File: config.mk
export PLATFORM = sky130hd
export DESIGN_NAME = idu_pipe
export DESIGN_NICKNAME = d
export VERILOG_FILES = /design/src/rtl/idu_pipe.sv
export SDC_FILE = /design/constraint.sdc
export NUM_CORES = 1
export LEC_CHECK = 0
export ABC_AREA = 1
export ABC_CLOCK_PERIOD_IN_PS = 6700
export CORE_MARGIN = 4
export CORE_UTILIZATION = 40
export DETAILED_ROUTE_END_ITERATION = 8
export GPL_ROUTABILITY_DRIVEN = 0
export PLACE_DENSITY = 0.81
export SETUP_SLACK_MARGIN = 0.2
export SKIP_CTS_REPAIR_TIMING = 1
export SYNTH_ARGS = -nofsm -noshare
export SYNTH_HDL_FRONTEND = slang
export SYNTH_SLANG_ARGS = --single-unit
File: constraint.sdc
create_clock -name clk -period 6.7 [get_ports clk]
set_input_delay 2.01 -clock clk [delete_from_list [all_inputs] [get_ports clk]]
set_output_delay 2.01 -clock clk [all_outputs]
set_load 0.02 [all_outputs]
File: src/rtl/idu_pipe.sv
// Instruction decode stage: RV32I/RV32E opcode decode, immediates, ALU operand select, illegal detect.
// Latency: 1 cycle; decoded bundle is held in a single output register.
// Backpressure: in_ready drops only while a valid bundle is held and out_ready is low; flush squashes it.
module idu_pipe #(
    parameter int XLEN   = 32,
    parameter int NR_REG = 16,
    parameter int REG_AW = $clog2(NR_REG)
) (
    input  logic              clk,
    input  logic              rst,
    input  logic              in_valid,
    output logic              in_ready,
    input  logic [31:0]       in_inst,
    input  logic [XLEN-1:0]   in_pc,
    input  logic              flush,
    output logic [REG_AW-1:0] rs1_addr,
    output logic [REG_AW-1:0] rs2_addr,
    input  logic [XLEN-1:0]   reg_rdata1,
    input  logic [XLEN-1:0]   reg_rdata2,
    output logic              out_valid,
    input  logic              out_ready,
    output logic [XLEN-1:0]   out_pc,
    output logic [REG_AW-1:0] out_rd,
    output logic [XLEN-1:0]   out_src1,
    output logic [XLEN-1:0]   out_src2,
    output logic [XLEN-1:0]   out_imm,
    output logic [XLEN-1:0]   out_store_data,
    output logic [3:0]        out_alu_op,
    output logic [2:0]        out_funct3,
    output logic              out_reg_wen,
    output logic              out_mem_ren,
    output logic              out_mem_wen,
    output logic              out_jump,
    output logic              out_branch,
    output logic              out_illegal
);

    localparam logic [6:0] OPC_LUI    = 7'b0110111;
    localparam logic [6:0] OPC_AUIPC  = 7'b0010111;
    localparam logic [6:0] OPC_JAL    = 7'b1101111;
    localparam logic [6:0] OPC_JALR   = 7'b1100111;
    localparam logic [6:0] OPC_BRANCH = 7'b1100011;
    localparam logic [6:0] OPC_LOAD   = 7'b0000011;
    localparam logic [6:0] OPC_STORE  = 7'b0100011;
    localparam logic [6:0] OPC_OP_IMM = 7'b0010011;
    localparam logic [6:0] OPC_OP     = 7'b0110011;

    localparam logic [3:0] ALU_ADD  = 4'd0;
    localparam logic [3:0] ALU_SUB  = 4'd1;
    localparam logic [3:0] ALU_SLL  = 4'd2;
    localparam logic [3:0] ALU_SLT  = 4'd3;
    localparam logic [3:0] ALU_SLTU = 4'd4;
    localparam logic [3:0] ALU_XOR  = 4'd5;
    localparam logic [3:0] ALU_SRL  = 4'd6;
    localparam logic [3:0] ALU_SRA  = 4'd7;
    localparam logic [3:0] ALU_OR   = 4'd8;
    localparam logic [3:0] ALU_AND  = 4'd9;

    localparam logic [5:0] NR_REG_LIM = 6'(NR_REG);

    typedef struct packed {
        logic [XLEN-1:0]   pc;
        logic [REG_AW-1:0] rd;
        logic [XLEN-1:0]   src1;
        logic [XLEN-1:0]   src2;
        logic [XLEN-1:0]   imm;
        logic [XLEN-1:0]   store_data;
        logic [3:0]        alu_op;
        logic [2:0]        funct3;
        logic              reg_wen;
        logic              mem_ren;
        logic              mem_wen;
        logic              jump;
        logic              branch;
        logic              illegal;
    } bundle_t;

    logic [6:0]      opcode;
    logic [2:0]      funct3;
    logic [6:0]      funct7;
    logic [4:0]      rd_idx;
    logic [4:0]      rs1_idx;
    logic [4:0]      rs2_idx;
    logic [XLEN-1:0] imm_i;
    logic [XLEN-1:0] imm_s;
    logic [XLEN-1:0] imm_b;
    logic [XLEN-1:0] imm_u;
    logic [XLEN-1:0] imm_j;
    logic [XLEN-1:0] shamt;
    logic            shamt_ok;
    logic            load_ok;
    logic            store_ok;
    logic            use_rd;
    logic            use_rs1;
    logic            use_rs2;
    logic            writes_rd;
    logic            bad_enc;
    logic            bad_reg;
    logic            illegal;
    logic            xfer;
    bundle_t         dec;
    bundle_t         q;

    function automatic logic [3:0] alu_sel(input logic [2:0] f3, input logic alt);
        case (f3)
            3'b000:  alu_sel = alt ? ALU_SUB : ALU_ADD;
            3'b001:  alu_sel = ALU_SLL;
            3'b010:  alu_sel = ALU_SLT;
            3'b011:  alu_sel = ALU_SLTU;
            3'b100:  alu_sel = ALU_XOR;
            3'b101:  alu_sel = alt ? ALU_SRA : ALU_SRL;
            3'b110:  alu_sel = ALU_OR;
            default: alu_sel = ALU_AND;
        endcase
    endfunction

    assign opcode  = in_inst[6:0];
    assign rd_idx  = in_inst[11:7];
    assign funct3  = in_inst[14:12];
    assign rs1_idx = in_inst[19:15];
    assign rs2_idx = in_inst[24:20];
    assign funct7  = in_inst[31:25];

    assign rs1_addr = rs1_idx[REG_AW-1:0];
    assign rs2_addr = rs2_idx[REG_AW-1:0];

    // Sized casts of signed values sign-extend to XLEN.
    assign imm_i = XLEN'($signed(in_inst[31:20]));
    assign imm_s = XLEN'($signed({in_inst[31:25], in_inst[11:7]}));
    assign imm_b = XLEN'($signed({in_inst[31], in_inst[7], in_inst[30:25], in_inst[11:8], 1'b0}));
    assign imm_u = XLEN'($signed({in_inst[31:12], 12'b0}));
    assign imm_j = XLEN'($signed({in_inst[31], in_inst[19:12], in_inst[20], in_inst[30:21], 1'b0}));

    // RV32 shifts only have a 5-bit shamt, so bit 25 must be clear there.
    assign shamt    = (XLEN == 64) ? XLEN'(in_inst[25:20]) : XLEN'(in_inst[24:20]);
    assign shamt_ok = (XLEN == 64) ? 1'b1 : !in_inst[25];

    always_comb begin
        case (funct3)
            3'b000, 3'b001, 3'b010, 3'b100, 3'b101: load_ok = 1'b1;
            3'b011, 3'b110:                         load_ok = (XLEN == 64);
            default:                                load_ok = 1'b0;
        endcase
        store_ok = (funct3 <= 3'b010) || ((funct3 == 3'b011) && (XLEN == 64));
    end

    always_comb begin
        dec            = '0;
        dec.pc         = in_pc;
        dec.rd         = rd_idx[REG_AW-1:0];
        dec.funct3     = funct3;
        dec.store_data = reg_rdata2;
        dec.src1       = reg_rdata1;
        dec.src2       = reg_rdata2;
        dec.alu_op     = ALU_ADD;
        use_rd         = 1'b0;
        use_rs1        = 1'b0;
        use_rs2        = 1'b0;
        writes_rd      = 1'b0;
        bad_enc        = 1'b0;
        case (opcode)
            OPC_LUI: begin
                dec.src1  = '0;
                dec.imm   = imm_u;
                dec.src2  = imm_u;
                use_rd    = 1'b1;
                writes_rd = 1'b1;
            end
            OPC_AUIPC: begin
                dec.src1  = in_pc;
                dec.imm   = imm_u;
                dec.src2  = imm_u;
                use_rd    = 1'b1;
                writes_rd = 1'b1;
            end
            OPC_JAL: begin
                dec.src1  = in_pc;
                dec.src2  = XLEN'(4);
                dec.imm   = imm_j;
                dec.jump  = 1'b1;
                use_rd    = 1'b1;
                writes_rd = 1'b1;
            end
            OPC_JALR: begin
                dec.src1  = in_pc;
                dec.src2  = XLEN'(4);
                dec.imm   = imm_i;
                dec.jump  = 1'b1;
                use_rd    = 1'b1;
                use_rs1   = 1'b1;
                writes_rd = 1'b1;
                bad_enc   = (funct3 != 3'b000);
            end
            OPC_BRANCH: begin
                dec.imm    = imm_b;
                dec.alu_op = ALU_SUB;
                dec.branch = 1'b1;
                use_rs1    = 1'b1;
                use_rs2    = 1'b1;
                bad_enc    = (funct3[2:1] == 2'b01);
            end
            OPC_LOAD: begin
                dec.imm     = imm_i;
                dec.src2    = imm_i;
                dec.mem_ren = 1'b1;
                use_rd      = 1'b1;
                use_rs1     = 1'b1;
                writes_rd   = 1'b1;
                bad_enc     = !load_ok;
            end
            OPC_STORE: begin
                dec.imm     = imm_s;
                dec.src2    = imm_s;
                dec.mem_wen = 1'b1;
                use_rs1     = 1'b1;
                use_rs2     = 1'b1;
                bad_enc     = !store_ok;
            end
            OPC_OP_IMM: begin
                dec.imm    = imm_i;
                dec.src2   = imm_i;
                dec.alu_op = alu_sel(funct3, (funct3 == 3'b101) && in_inst[30]);
                use_rd     = 1'b1;
                use_rs1    = 1'b1;
                writes_rd  = 1'b1;
                if (funct3 == 3'b001) begin
                    dec.src2 = shamt;
                    bad_enc  = (funct7[6:1] != 6'b000000) || !shamt_ok;
                end else if (funct3 == 3'b101) begin
                    dec.src2 = shamt;
                    bad_enc  = ((funct7[6:1] != 6'b000000) && (funct7[6:1] != 6'b010000)) || !shamt_ok;
                end
            end
            OPC_OP: begin
                dec.alu_op = alu_sel(funct3, in_inst[30]);
                use_rd     = 1'b1;
                use_rs1    = 1'b1;
                use_rs2    = 1'b1;
                writes_rd  = 1'b1;
                bad_enc    = !((funct7 == 7'b0000000) ||
                               ((funct7 == 7'b0100000) && ((funct3 == 3'b000) || (funct3 == 3'b101))));
            end
            default: bad_enc = 1'b1;
        endcase

        bad_reg = (use_rd  && ({1'b0, rd_idx}  >= NR_REG_LIM)) ||
                  (use_rs1 && ({1'b0, rs1_idx} >= NR_REG_LIM)) ||
                  (use_rs2 && ({1'b0, rs2_idx} >= NR_REG_LIM));
        illegal = bad_enc || bad_reg || (in_inst[1:0] != 2'b11);

        dec.illegal = illegal;
        dec.reg_wen = writes_rd && (rd_idx != 5'd0) && !illegal;
        if (illegal) begin
            dec.mem_ren = 1'b0;
            dec.mem_wen = 1'b0;
            dec.jump    = 1'b0;
            dec.branch  = 1'b0;
        end
    end

    assign in_ready = !out_valid || out_ready;
    assign xfer     = in_valid && in_ready;

    // Flush wins over a same-cycle transfer; the bundle data may load but is never marked valid.
    always_ff @(posedge clk or posedge rst) begin
        if (rst) begin
            out_valid <= 1'b0;
            q         <= '0;
        end else begin
            if (xfer) begin
                q <= dec;
            end
            if (flush) begin
                out_valid <= 1'b0;
            end else if (xfer) begin
                out_valid <= 1'b1;
            end else if (out_ready) begin
                out_valid <= 1'b0;
            end
        end
    end

    assign out_pc         = q.pc;
    assign out_rd         = q.rd;
    assign out_src1       = q.src1;
    assign out_src2       = q.src2;
    assign out_imm        = q.imm;
    assign out_store_data = q.store_data;
    assign out_alu_op     = q.alu_op;
    assign out_funct3     = q.funct3;
    assign out_reg_wen    = q.reg_wen;
    assign out_mem_ren    = q.mem_ren;
    assign out_mem_wen    = q.mem_wen;
    assign out_jump       = q.jump;
    assign out_branch     = q.branch;
    assign out_illegal    = q.illegal;

endmodule

Yosys cells after proc, flatten, opt, wreduce, memory -nomap -nowiden
Index checks and enable logic that the tools add are counted.
{"block": "word_totals", "n_memories": 0, "input_bits": 133, "mem_bits_ro": 0, "output_inout_bits": 187, "word_cells": 103, "latchBits": 0, "register_bits": 178, "ramBits": 0}
{"block": "classes", "order_cmp": 4, "bitwise_logic": 0, "div_mod_pow": 0, "shifts": 0, "n_mul": 0, "n_mux": 27, "reduce_logical": 38, "eq_ne": 19, "add_sub_neg": 0}
{"operator": "$pmux W32 S5", "count": 2}
{"operator": "$mux W32", "count": 2}
{"operator": "$pmux W32 S2", "count": 1}
{"operator": "$pmux W4 S7", "count": 2}
{"operator": "$eq A7 B6 Y1 const B", "count": 4}
{"operator": "$eq A7 B7 Y1 const B", "count": 3}
{"operator": "$mux W1", "count": 17}
{"operator": "$ge A5 B5 Y1 const B", "count": 3}
{"operator": "$eq A7 B5 Y1 const B", "count": 2}
{"operator": "$pmux W4 S3", "count": 1}
{"operator": "$reduce_or A3 Y1", "count": 4}
{"operator": "$eq A3 B3 Y1 const B", "count": 3}
{"operator": "$logic_and A1 B1 Y1", "count": 9}
{"operator": "$logic_or A1 B1 Y1", "count": 9}
{"operator": "$eq A7 B2 Y1 const B", "count": 1}
{"operator": "$logic_not A7 Y1", "count": 1}
{"operator": "$pmux W1 S7", "count": 1}
{"operator": "$reduce_or A7 Y1", "count": 1}
{"operator": "$eq A3 B2 Y1 const B", "count": 2}
{"operator": "$ne A6 B5 Y1 const B", "count": 1}
{"operator": "$reduce_bool A3 Y1", "count": 2}
{"operator": "$reduce_bool A6 Y1", "count": 1}
{"operator": "$reduce_or A6 Y1", "count": 1}
{"operator": "$logic_not A1 Y1", "count": 5}
{"operator": "9 further kinds", "count": 10}

Depth between registers and ports, before layout
{"block": "logic_depth", "ltp_word": 10, "depth_mapped": 13, "ltp_nobuf": 13}

Worst setup path before layout
OpenSTA, ideal clock, no wires.
{"block": "synth_timing", "path_type": "input-to-output", "from": "input port out_ready", "to": "output port in_ready", "cell_stages": 2, "required_ps": 4690, "arrival_time_ps": 2206, "path_buffers": 0, "path_slack_ps": 2484, "path_cell_list": "inv_1 > nand2_1"}
{"block": "synth_via", "elab_chain_len": 1}
{"item": "start, declared", "line_no": "21", "source": "input logic out_ready,"}
{"item": "$logic_or A1 B1 Y1", "line_no": "261", "source": "assign in_ready = !out_valid || out_ready;"}
{"item": "end, declared", "line_no": "12", "source": "output logic in_ready,"}
Every way passes these cells.

Final worst setup path
Ends and elaborated chain as after synthesis.

==> metrics <==
run status=finished clean; Max Clock Skew=0.00993 ns; FF-to-FF path depth=6; Avg Inst Size Synth=around 8 sq um; Die H=151 microns; I/O pins=320; worst vdd ir=~0.17 mV; filler cell count=1694; total CTS buffers=17; DIE WIDTH=151 microns; clk root buf=clkbuf_16; CP startpoint=out_ready; fin. max-slew vios=0; syn_nets=1150; max cap viols=0; first-pass detailed-route iteration total=5; f_max=188 MHz; PwrDens=249 nW/um^2; LEAKAGE=5.92 nW; final WL=27800 microns; IO buf count=between 300 and 400; # nets final=1437; setup tns final=0 ns; worst-margin pin slew=1.02 ns; fin cells=1582; overall routing resource usage=0.242; GRT overflow=0; DP Wirelength=20000 microns; period utilisation layout=0.794; Critical Path End=in_ready; Worst-path clk slew=0.07 ns; Syn Inst Count=1017; Post-DP Area=11400 sq um; vias per cell=5.04; CTS max path bufs=2; initial antenna violation count=0; wire per inst=about 18 microns; Antenna Cells=0; Critical Path RT=4.69 ns; Synth Cell Area=8130 sq um; CP Capture Type=output pin; largest net degree at the start of global routing=around 180; Max-slew headroom=0.322; RSZ-0062 raised after global routing=no; layout cell share with drive strength beyond 1=0.0532; initial core utilization=0.412; first-pass GRT wire length=between 40000 and 50000 microns; worst-path fanout max=3; # DRC=0; Seq/Total Area, Yosys=0.548; Worst R2R End=out_src1[19]; final setup vio count=0; total die area=22700 sq um; Antenna Nets Post-Route=0; Netlist cell types=31; synthesis-stage register bit count=178; Layout Area Growth over Synthesis=48.6%; Post-Place Cells=1550; Site Rows=between 50 and 60; total core area=19700 sq um; PnR worst setup slack=around 1.4 ns; crit path time final=5.32 ns; crit path launch type=input pin; worst skew pair latency=~0.43 ns; Worst R2R Start=out_valid; vias in the first global route=7833; H-tree Lvls=4; Worst EP arrival=3.31 ns; pre-CTS setup slack=roughly 1.4 ns; Setup CP Type=in -> out; Ys Warns=0; worst hold path type=reg -> reg; most common cell after layout, fill and taps aside=nand2_1; CTS tree=done; via count=7975; clock sinks=~180; post-route cell area=roughly 12000 sq um; R2R setup slack=roughly 4.4 ns; Iter 0 DRT Violations=456; Fin. Hold Viols=0; commonest non-fill, non-tap cells in the layout=nand2_1 (444), clkdlybuf4s50_1 (319), dfrtp_1 (178)
metrics by stage:
stage	total power, mW	hold slack, ns	util
global route	3.14	0.497	0.612
CTS	3.03	0.484	0.612
floorplan	1.56	0.589	-
detailed placement	1.94	0.464	0.580
finish	3.00	0.480	0.612
global placement	1.93	0.461	0.580
power breakdown:
part | switching (mW) | total (mW) | internal (mW) | leakage (nW)
Combinational | 0.376 | 0.685 | 0.309 | 3.37
Sequential | 0.0612 | 1.24 | 1.18 | 2.23
Clock | 0.470 | 1.08 | 0.613 | 0.308
Total | 0.907 | 3.00 | 2.10 | 5.92
cells by family (layout without fill, tap and decap cells):
logic type                count (synthesis)  after routing  synth area share
AOI/OAI and AO/OA                       128            128            0.0973
xor gates and xnor gates                  1              1           0.00108
buffers and inverters                   137            437            0.0724
and+or+nand+nor                         573            573             0.281
DFF                                     178            178             0.548
worst max-delay path, cell delays in order:
cell             delay (ns)
clkdlybuf4s50_1        0.45
inv_1                  0.07
nand2_1                0.14
clkdlybuf4s50_1        0.64
worst min path at each step:
| stage | cells after the start | slack, ns | endpoint | start |
|---|---|---|---|---|
| after floorplan | 2 | 0.59 | out_store_data[0] | out_store_data[0] |
| after global placement | 2 | 0.46 | out_store_data[0] | out_store_data[0] |
| after detailed placement | 2 | 0.46 | out_pc[23] | out_pc[23] |
| after CTS | 2 | 0.48 | out_src2[17] | out_src2[17] |
| after global routing | 2 | 0.50 | out_store_data[28] | out_store_data[28] |
| final | 2 | 0.48 | out_src2[17] | out_src2[17] |
Yosys cell counts:
| library cell | count | area, sq um |
|---|---|---|
| nand2_1 | 445 | 1670 |
| dfrtp_1 | 178 | 4450 |
| nor2_1 | 86 | 323 |
| inv_1 | 73 | 274 |
| o21ai_0 | 47 | 235 |
| a21oi_1 | 35 | 175 |
| o221ai_1 | 32 | 280 |
| clkbuf_1 | 22 | 82.6 |
| nand3_1 | 18 | 90.1 |
| buf_2 | 14 | 70.1 |
| buf_1 | 9 | 33.8 |
| buf_4 | 9 | 67.6 |
| inv_2 | 7 | 26.3 |
| nand2_2 | 7 | 43.8 |
| nor2_2 | 5 | 31.3 |
| nor2_4 | 4 | 45.0 |
| o22ai_1 | 4 | 25.0 |
| a22oi_1 | 3 | 22.5 |
| buf_6 | 3 | 33.8 |
| nand2_4 | 3 | 33.8 |
| nor3_1 | 2 | 10.0 |
| o21ai_1 | 2 | 10.0 |
| a211oi_1 | 1 | 7.51 |
| a21oi_2 | 1 | 8.76 |
| a32o_1 | 1 | 10.0 |
| nand3_2 | 1 | 10.0 |
| nand3b_1 | 1 | 7.51 |
| nor2_8 | 1 | 20.0 |
| o21a_1 | 1 | 7.51 |
| o21ai_2 | 1 | 8.76 |
| xor2_1 | 1 | 8.76 |
state kept, by name, indices dropped and copies added, names as in the netlist:
| signal | count |
|---|---|
| out_reg_wen | 1 |
| out_illegal | 1 |
| out_src2 | 32 |
| out_valid | 1 |
| out_jump | 1 |
| out_src1 | 32 |
| out_pc | 32 |
| out_alu_op | 4 |
| out_mem_ren | 1 |
| out_funct3 | 3 |
| out_rd | 4 |
| out_store_data | 32 |
| out_imm | 32 |
| out_mem_wen | 1 |
| out_branch | 1 |
final cells by class:
type / instances / area, sq um / share of cell area
inverter: 80 / 305 / 0.0253
clock inverter: 14 / 189 / 0.0156
sequential: 178 / 4450 / 0.369
clock buffer: 18 / 439 / 0.0364
timing repair buffer: 325 / 3260 / 0.270
tap: 265 / 332 / 0.0275
multi-input combinational: 702 / 3090 / 0.256
routing by layer:
| layer | up-vias | track usage | share of wire |
|---|---|---|---|
| met2 | 385 | 0.389 | 0.47 |
| met1 | 3762 | 0.301 | 0.39 |
| met3 | 67 | 0.0744 | 0.096 |
| met4 | 0 | 0.108 | 0.041 |
| met5 | - | 0 | 0 |
| li1 | 3761 | - | - |
Note: power is estimated with default switching activity, not from simulation.
